<file path="src/rtl/vga_pkg.sv">
// Shared definitions for the VGA line-buffer path: line geometry, pixel width
// and the one-hot state encoding of the save controller.
package vga_pkg;

    localparam int XSIZE_DEF = 512;
    localparam int PIX_W     = 16;

    typedef enum logic [3:0] {
        IDLE  = 4'b0001,
        FILL  = 4'b0010,
        FULL  = 4'b0100,
        DRAIN = 4'b1000
    } state_t;

endpackage

</file>
<file path="src/rtl/vga_savectl.sv">
// Line-buffer sequencing: fills exactly XSIZE pixels per requested line, then
// reads them out for XSIZE cycles once the next active-video region starts.
module vga_savectl
    import vga_pkg::*;
#(
    parameter int XSIZE = XSIZE_DEF,
    parameter int CW    = 10
) (
    input  logic             CLOCK,
    input  logic             RESET,
    input  logic             iLineReq,
    input  logic             iActive,
    input  logic             iSrcValid,
    input  logic [PIX_W-1:0] iSrcData,
    output logic             oSrcReady,
    output logic             oWrEn,
    output logic [PIX_W-1:0] oWrData,
    output logic             oRdEn,
    output logic             oBusy,
    output logic             oLineDone,
    output logic             oUnderrun,
    output logic             oDropped
);

    localparam logic [CW-1:0] LAST = CW'(XSIZE - 1);

    state_t           state, state_nx;
    logic [CW-1:0]    wcnt, rcnt;
    logic             pend, active_q;
    logic             accept, fill_entry;
    logic             wr_en, underrun, dropped;
    logic [PIX_W-1:0] wr_data;

    assign accept     = iSrcValid && (state == FILL);
    assign fill_entry = (state_nx == FILL) && (state != FILL);

    always_comb begin
        state_nx = state;
        case (state)
            IDLE:    if (iLineReq) state_nx = FILL;
            FILL:    if (accept && wcnt == LAST) state_nx = FULL;
            FULL:    if (iActive) state_nx = DRAIN;
            // A request arriving on the final read cycle still counts as pending
            DRAIN:   if (rcnt == LAST) state_nx = (pend || iLineReq) ? FILL : IDLE;
            default: state_nx = IDLE;
        endcase
    end

    always_ff @(posedge CLOCK) begin
        if (RESET) begin
            state    <= IDLE;
            wcnt     <= '0;
            rcnt     <= '0;
            pend     <= 1'b0;
            active_q <= 1'b0;
            wr_en    <= 1'b0;
            wr_data  <= '0;
            underrun <= 1'b0;
            dropped  <= 1'b0;
        end else begin
            state    <= state_nx;
            active_q <= iActive;
            wr_en    <= accept;
            if (accept) wr_data <= iSrcData;
            underrun <= (state == FILL) && iActive && !active_q;
            dropped  <= iLineReq && ((state == FILL) || (state == FULL));

            if (fill_entry)  wcnt <= '0;
            else if (accept) wcnt <= wcnt + 1'b1;

            if ((state == FULL) && (state_nx == DRAIN)) rcnt <= '0;
            else if (state == DRAIN)                    rcnt <= rcnt + 1'b1;

            if (fill_entry)                         pend <= 1'b0;
            else if ((state == DRAIN) && iLineReq)  pend <= 1'b1;
        end
    end

    // Ready/read/busy come straight off state flops; no input-to-output path
    assign oSrcReady = (state == FILL);
    assign oRdEn     = (state == DRAIN);
    assign oBusy     = (state != IDLE);
    assign oLineDone = (state == DRAIN) && (rcnt == LAST);
    assign oWrEn     = wr_en;
    assign oWrData   = wr_data;
    assign oUnderrun = underrun;
    assign oDropped  = dropped;

endmodule

</file>
<file path="config.mk">
export PLATFORM = sky130hd
export DESIGN_NAME = vga_savectl
export DESIGN_NICKNAME = d
export VERILOG_FILES = /design/src/rtl/vga_pkg.sv /design/src/rtl/vga_savectl.sv
export SDC_FILE = /design/constraint.sdc
export NUM_CORES = 1
export LEC_CHECK = 0
export ABC_AREA = 0
export CAP_MARGIN = 20
export CORE_AREA = 2 2 70 72
export DETAILED_ROUTE_END_ITERATION = 10
export DIE_AREA = 0 0 72 74
export HOLD_SLACK_MARGIN = 0.1
export PLACE_DENSITY = 0.68
export SLEW_MARGIN = 20
export SYNTH_ARGS = -nofsm -noshare
export SYNTH_HDL_FRONTEND = slang
export SYNTH_SLANG_ARGS = --single-unit
</file>
<file path="constraint.sdc">
create_clock -name CLOCK -period 4.4 [get_ports CLOCK]
set_input_delay 1.1 -clock CLOCK [delete_from_list [all_inputs] [get_ports CLOCK]]
set_output_delay 1.1 -clock CLOCK [all_outputs]
set_load 0.01 [all_outputs]
</file>
==> flow_summary.json, run 1 <==
{
  "outcome": "complete, no violations",
  "slowest_delay_ns": 0.55,
  "yosysSeqAreaShare_pct": 48.2,
  "met3_usage_pct": 5.42,
  "met1_usage_pct": 19.5,
  "crit_type": "register to output pin",
  "portBuffers": 43,
  "clk_path_buf_depth": 2,
  "path_cells": "or4b_4 > or3_4 > nor2_1 > clkdlybuf4s50_1",
  "fin_crit_sh_pct": 79.5,
  "cts_made_buffers": 5,
  "synth_common_cells": "45 x dfxtp_1, 45 x nand2_1, 29 x nor2_1, 24 x a21oi_1, 11 x xor2_1",
  "cts_tree": "built",
  "use_met2_pct": 25.7,
  "syn_inst": 222,
  "ys.flop_type": "dfxtp_1",
  "fin_area_um2": 2460,
  "ys_ff_latch": 45,
  "critical_path_required_ns": 3.30,
  "drc_errors": 0,
  "cts_resized": 0,
  "drv_slew": 0,
  "h-tree-depth": 2,
  "synth_edf_count": 0,
  "timing.hold.ws_ns": 0.389,
  "finalSetupTns_ns": 0,
  "vias_per_cell": 5.02,
  "drt_iter0_markers": 48,
  "fin_nets": 286,
  "area_growth_pct": 31.3,
  "hp-start": "active_q",
  "dpl.hpwl_um": 2710,
  "maxCapViolCount": 0,
  "insertion_delay_ns": 0.30,
  "cts.sinks": 45,
  "num_rows": 25,
  "clock_tree.root_cell": "clkbuf_8",
  "grt_busiest_layer": "met2",
  "worst_slack_ns": 0.901,
  "dpl_cell_area_um2": 2320,
  "diodes": 0,
  "synth_area_leaders": "dfxtp_1 48%, nand2_1 9.0%, a21oi_1 6.4%, nor2_1 5.8%, xor2_1 5.2%",
  "grt.overflow.total": 0,
  "antenna_left": 0,
  "timing.rr.end": "wcnt[9]",
  "ir_worst_vdd_v": 0.000212,
  "gp_congestion": 0.775,
  "fp.dieH_um": 74,
  "yosys.area.top_type": "dfxtp_1",
  "vias": 1595,
  "yosys_warnings": 0,
  "synth.avg_cell_area_um2": 8.43,
  "pre_cts_ws_ns": 1.23,
  "async_reset_ff_share_pct": 0,
  "grt_pass1_vias": 1467,
  "r2r-start": "state[2]",
  "wl_um": 3910,
  "fmax_ghz": 0.286,
  "cts_setup_buffers": 0,
  "ctsHoldBuffers": 0,
  "setup_viol": 0,
  "drive_gt1_share_pct": 5.30,
  "core_um2": 4600,
  "critPathMaxFanout": 8,
  "period_minus_slack_ns": 3.50,
  "worstSetupEndpointType": "output pin",
  "die-area_um2": 5330,
  "grt_pass1_wl_um": 6580,
  "start_util_pct": 40.7,
  "drtPass1Iterations": 4,
  "min_to": "oUnderrun",
  "reg2reg_slack_ns": 2.23,
  "synth_cell_type_count": 38,
  "relSlewSlack_pct": 38.0,
  "grt_max_degree": 25,
  "netlist.area_leader.share_pct": 48.2,
  "grt_usage_pct": 16.0,
  "r2r_cells": 7,
  "pin_count": 44,
  "hold_class": "register to register",
  "crit_slowest_cell": "or4b_4",
  "power.density_cell_area_nw_per_um2": 340,
  "die_width_um": 72,
  "rsz0062_at_grt": "no",
  "clkTransAtPathRegs_ns": 0.08,
  "syn_nets": 245,
  "clock_skew_ns": 0.00489,
  "wl_per_cell_um": 12.3,
  "finalHoldViolCount": 0,
  "syn_area_um2": 1870,
  "p_leak_nw": 0.856,
  "whs_path_depth": 1,
  "worst_pin_slew_ns": 0.927,
  "antenna_found_initial": 0,
  "worstPathArrival_ns": 2.40,
  "setup.worst_path.start_class": "register"
}
layout by cell type, fill, tap and decap left out, types with 2 or more instances in the layout:
master	n
xor2_1	11
inv_1	4
and2_1	3
o21ai_0	5
nand4b_1	3
ha_1	2
nand4_1	7
nand3_1	4
xnor2_1	8
clkdlybuf4s50_1	43
bufinv_16	2
a21oi_1	24
nand2_1	45
nand2b_1	2
nor2_1	29
clkbuf_8	5
dfxtp_1	45
and3_1	3
routing by layer:
layer / routed length [um] / part of all wire [%] / vias up
met5: 0 / 0 / -
met4: 80 / 2.0 / 0
met3: 202 / 5.2 / 6
met2: 1700 / 43 / 31
met1: 1930 / 49 / 737
li1: - / - / 821
per-stage QoR:
step	std cells	power [W]	utilization (%)
final	318	0.000834	53.4
after global routing	318	0.000863	53.4
after CTS	318	0.000841	53.4
after detailed placement	310	0.000476	50.5
after global placement	310	0.000476	50.5
after floorplan	222	0.000447	-
registers in the layout, summed over array words and instances (netlist names):
register,cells
active_q,1
oDropped,1
oUnderrun,1
oWrData,16
oWrEn,1
pend,1
rcnt,10
state,4
wcnt,10
power breakdown:
part | switching (W) | internal, W
Clock | 0.000143 | 0.000226
Sequential | 0.00000326 | 0.000411
Combinational | 0.0000239 | 0.0000282
Total | 0.000170 | 0.000664
kinds of logic after synthesis:
group	Yosys count	share of synthesized area, %
flops	45	48.2
compound gates	32	9.10
buf+inv	14	3.48
fa+ha+maj	2	1.34
simple gates	110	29.0
xor+xnor	19	8.90
worst max path at each step:
stage          startpoint         to
2_1_floorplan    state[2]  oLineDone
3_3_place_gp     state[3]  oLineDone
3_5_place_dp     state[3]  oLineDone
4_1_cts          state[3]  oLineDone
5_1_grt          state[3]  oLineDone
6_report         state[3]  oLineDone
final cells by class:
cell class	instances	area, um^2
Fill cell	430	2140
Timing Repair Buffer	43	430
Clock buffer	5	68.8
Tap cell	54	67.6
Clock inverter	3	65.1
Sequential cell	45	901
Inverter	5	18.8
Multi-Input combinational cell	163	905
critical path, delay by kind of cell (launching register included):
kind / cells / cell delay, ns
and+or+nand+nor: 3 / 1.09
buffers and inverters: 1 / 0.55
DFF: 1 / 0.46
(Power assumes the default switching activity.)
==> run 2, diff against run 1 <==
PLACE_DENSITY = 0.7   (was 0.68)
clock period = 2.8 ns   (was 4.4 ns; I/O delays follow)
==> flow_summary.json, run 2 (same netlist as run 1, synthesis figures left out) <==
{
  "outcome": "complete, no violations",
  "worstSetupStartpoint": "state[1]",
  "largest_register_ffs": 16,
  "drtPass1Iterations": 4,
  "clk_path_buf_depth": 2,
  "drive_gt1_share_pct": 7.38,
  "finalHoldViolCount": 0,
  "worst_slack_ns": 0.113,
  "grt_usage_pct": 15.1,
  "critPathMaxFanout": 5,
  "vias": 1616,
  "p_leak_nw": 0.904,
  "hold_class": "register to register",
  "pin_count": 44,
  "drv_slew": 0,
  "diodes": 0,
  "clock_tree.root_cell": "clkbuf_8",
  "rsz0062_at_grt": "no",
  "r2r_cells": 6,
  "antenna_found_initial": 0,
  "clock_skew_ns": 0.00422,
  "cts_setup_buffers": 0,
  "start_util_pct": 40.7,
  "grt_pass1_wl_um": 6420,
  "grt_max_degree": 20,
  "h-tree-depth": 2,
  "critical_path_required_ns": 2.10,
  "grt.overflow.total": 0,
  "cts.sinks": 45,
  "maxCapViolCount": 0,
  "drc_errors": 0,
  "final_cell_mix": "45 x nand2_1, 45 x dfxtp_1, 41 x clkdlybuf4s50_1",
  "period_minus_slack_ns": 2.69,
  "fp.dieH_um": 74,
  "power.density_cell_area_nw_per_um2": 494,
  "cts_made_buffers": 5,
  "core_um2": 4600,
  "cts_tree": "built",
  "r2r-start": "state[1]",
  "die-area_um2": 5330,
  "vias_per_cell": 4.97,
  "dpl.hpwl_um": 2700,
  "wl_um": 3750,
  "clkTransAtPathRegs_ns": 0.08,
  "crit_type": "register to output pin",
  "worst_pin_slew_ns": 0.525,
  "ir_worst_vdd_v": 0.000265,
  "reg2reg_slack_ns": 0.74,
  "drt_iter0_markers": 77,
  "setup.worst_path.start_class": "register",
  "ctsHoldBuffers": 0,
  "worstPathArrival_ns": 1.99,
  "finalSetupTns_ns": 0,
  "total_power_w": 0.00123,
  "insertion_delay_ns": 0.29,
  "die_width_um": 72,
  "worstSetupEndpoint": "oLineDone",
  "fin_crit_sh_pct": 96.0,
  "num_rows": 25,
  "antenna_left": 0,
  "fin_nets": 293,
  "grt_pass1_vias": 1518,
  "worstSetupEndpointType": "output pin",
  "area_growth_pct": 33.2,
  "wl_per_cell_um": 11.5,
  "pre_cts_ws_ns": 0.150,
  "fmax_ghz": 0.372,
  "relSlewSlack_pct": 65.0,
  "gp_congestion": 0.788,
  "portBuffers": 43,
  "timing.rr.end": "wcnt[5]",
  "setup_viol": 0
}
==> run 2: worst min path at each step <==
stage | start | endpoint | slack [ns] | depth (start not counted)
2_1_floorplan | active_q | oUnderrun | 0.37 | 1
3_3_place_gp | active_q | oUnderrun | 0.39 | 1
3_5_place_dp | active_q | oUnderrun | 0.39 | 1
4_1_cts | active_q | oUnderrun | 0.40 | 1
5_1_grt | active_q | oUnderrun | 0.42 | 1
6_report | active_q | oUnderrun | 0.40 | 1
==> run 2: area by class of cell <==
class | instances | area [um^2]
well taps | 54 | 67.6
repair buffers | 50 | 484
multi-input cells | 163 | 905
clock buffers | 7 | 86.3
inverters | 5 | 18.8
fillers | 446 | 2110
clock inverters | 1 | 30.0
flip-flops and latches | 45 | 901
==> run 2: repair_timing <==
item                       4_1_cts  5_1_grt
pin swaps                        0        0
resized for setup                1        1
setup endpoints to repair        1        1
==> run 2: through the flow <==
stage               std cells  hold slack (ns)  util (%)  area, um^2
floorplan                 222            0.373         -        1870
global placement          317            0.388      51.6        2370
detailed placement        317            0.391      51.6        2370
CTS                       325            0.401      54.1        2490
global route              325            0.417      54.2        2490
finish                    325            0.398      54.2        2490
==> run 2: power breakdown <==
part	leakage (nW)	internal [W]	switching, W
sequential	0.363	0.000645	0.00000371
combinational	0.482	0.0000472	0.0000388
clock	0.0585	0.000291	0.000205
==> run 2: metal layers <==
metal  global-route usage, %  up-vias  routed length, um
met5                       0        -                  0
met4                    6.29        0                 56
met3                    3.52        5                205
met2                    24.7       38               1690
met1                    19.5      735               1800
li1                        -      838                  -
==> run 2: worst max-delay path, cell delays in order (launching register included) <==
cell	delay [ns]
dfxtp_1	0.35
or4b_4	0.55
or3_4	0.42
nor2_1	0.10
dlygate4sd2_1	0.27
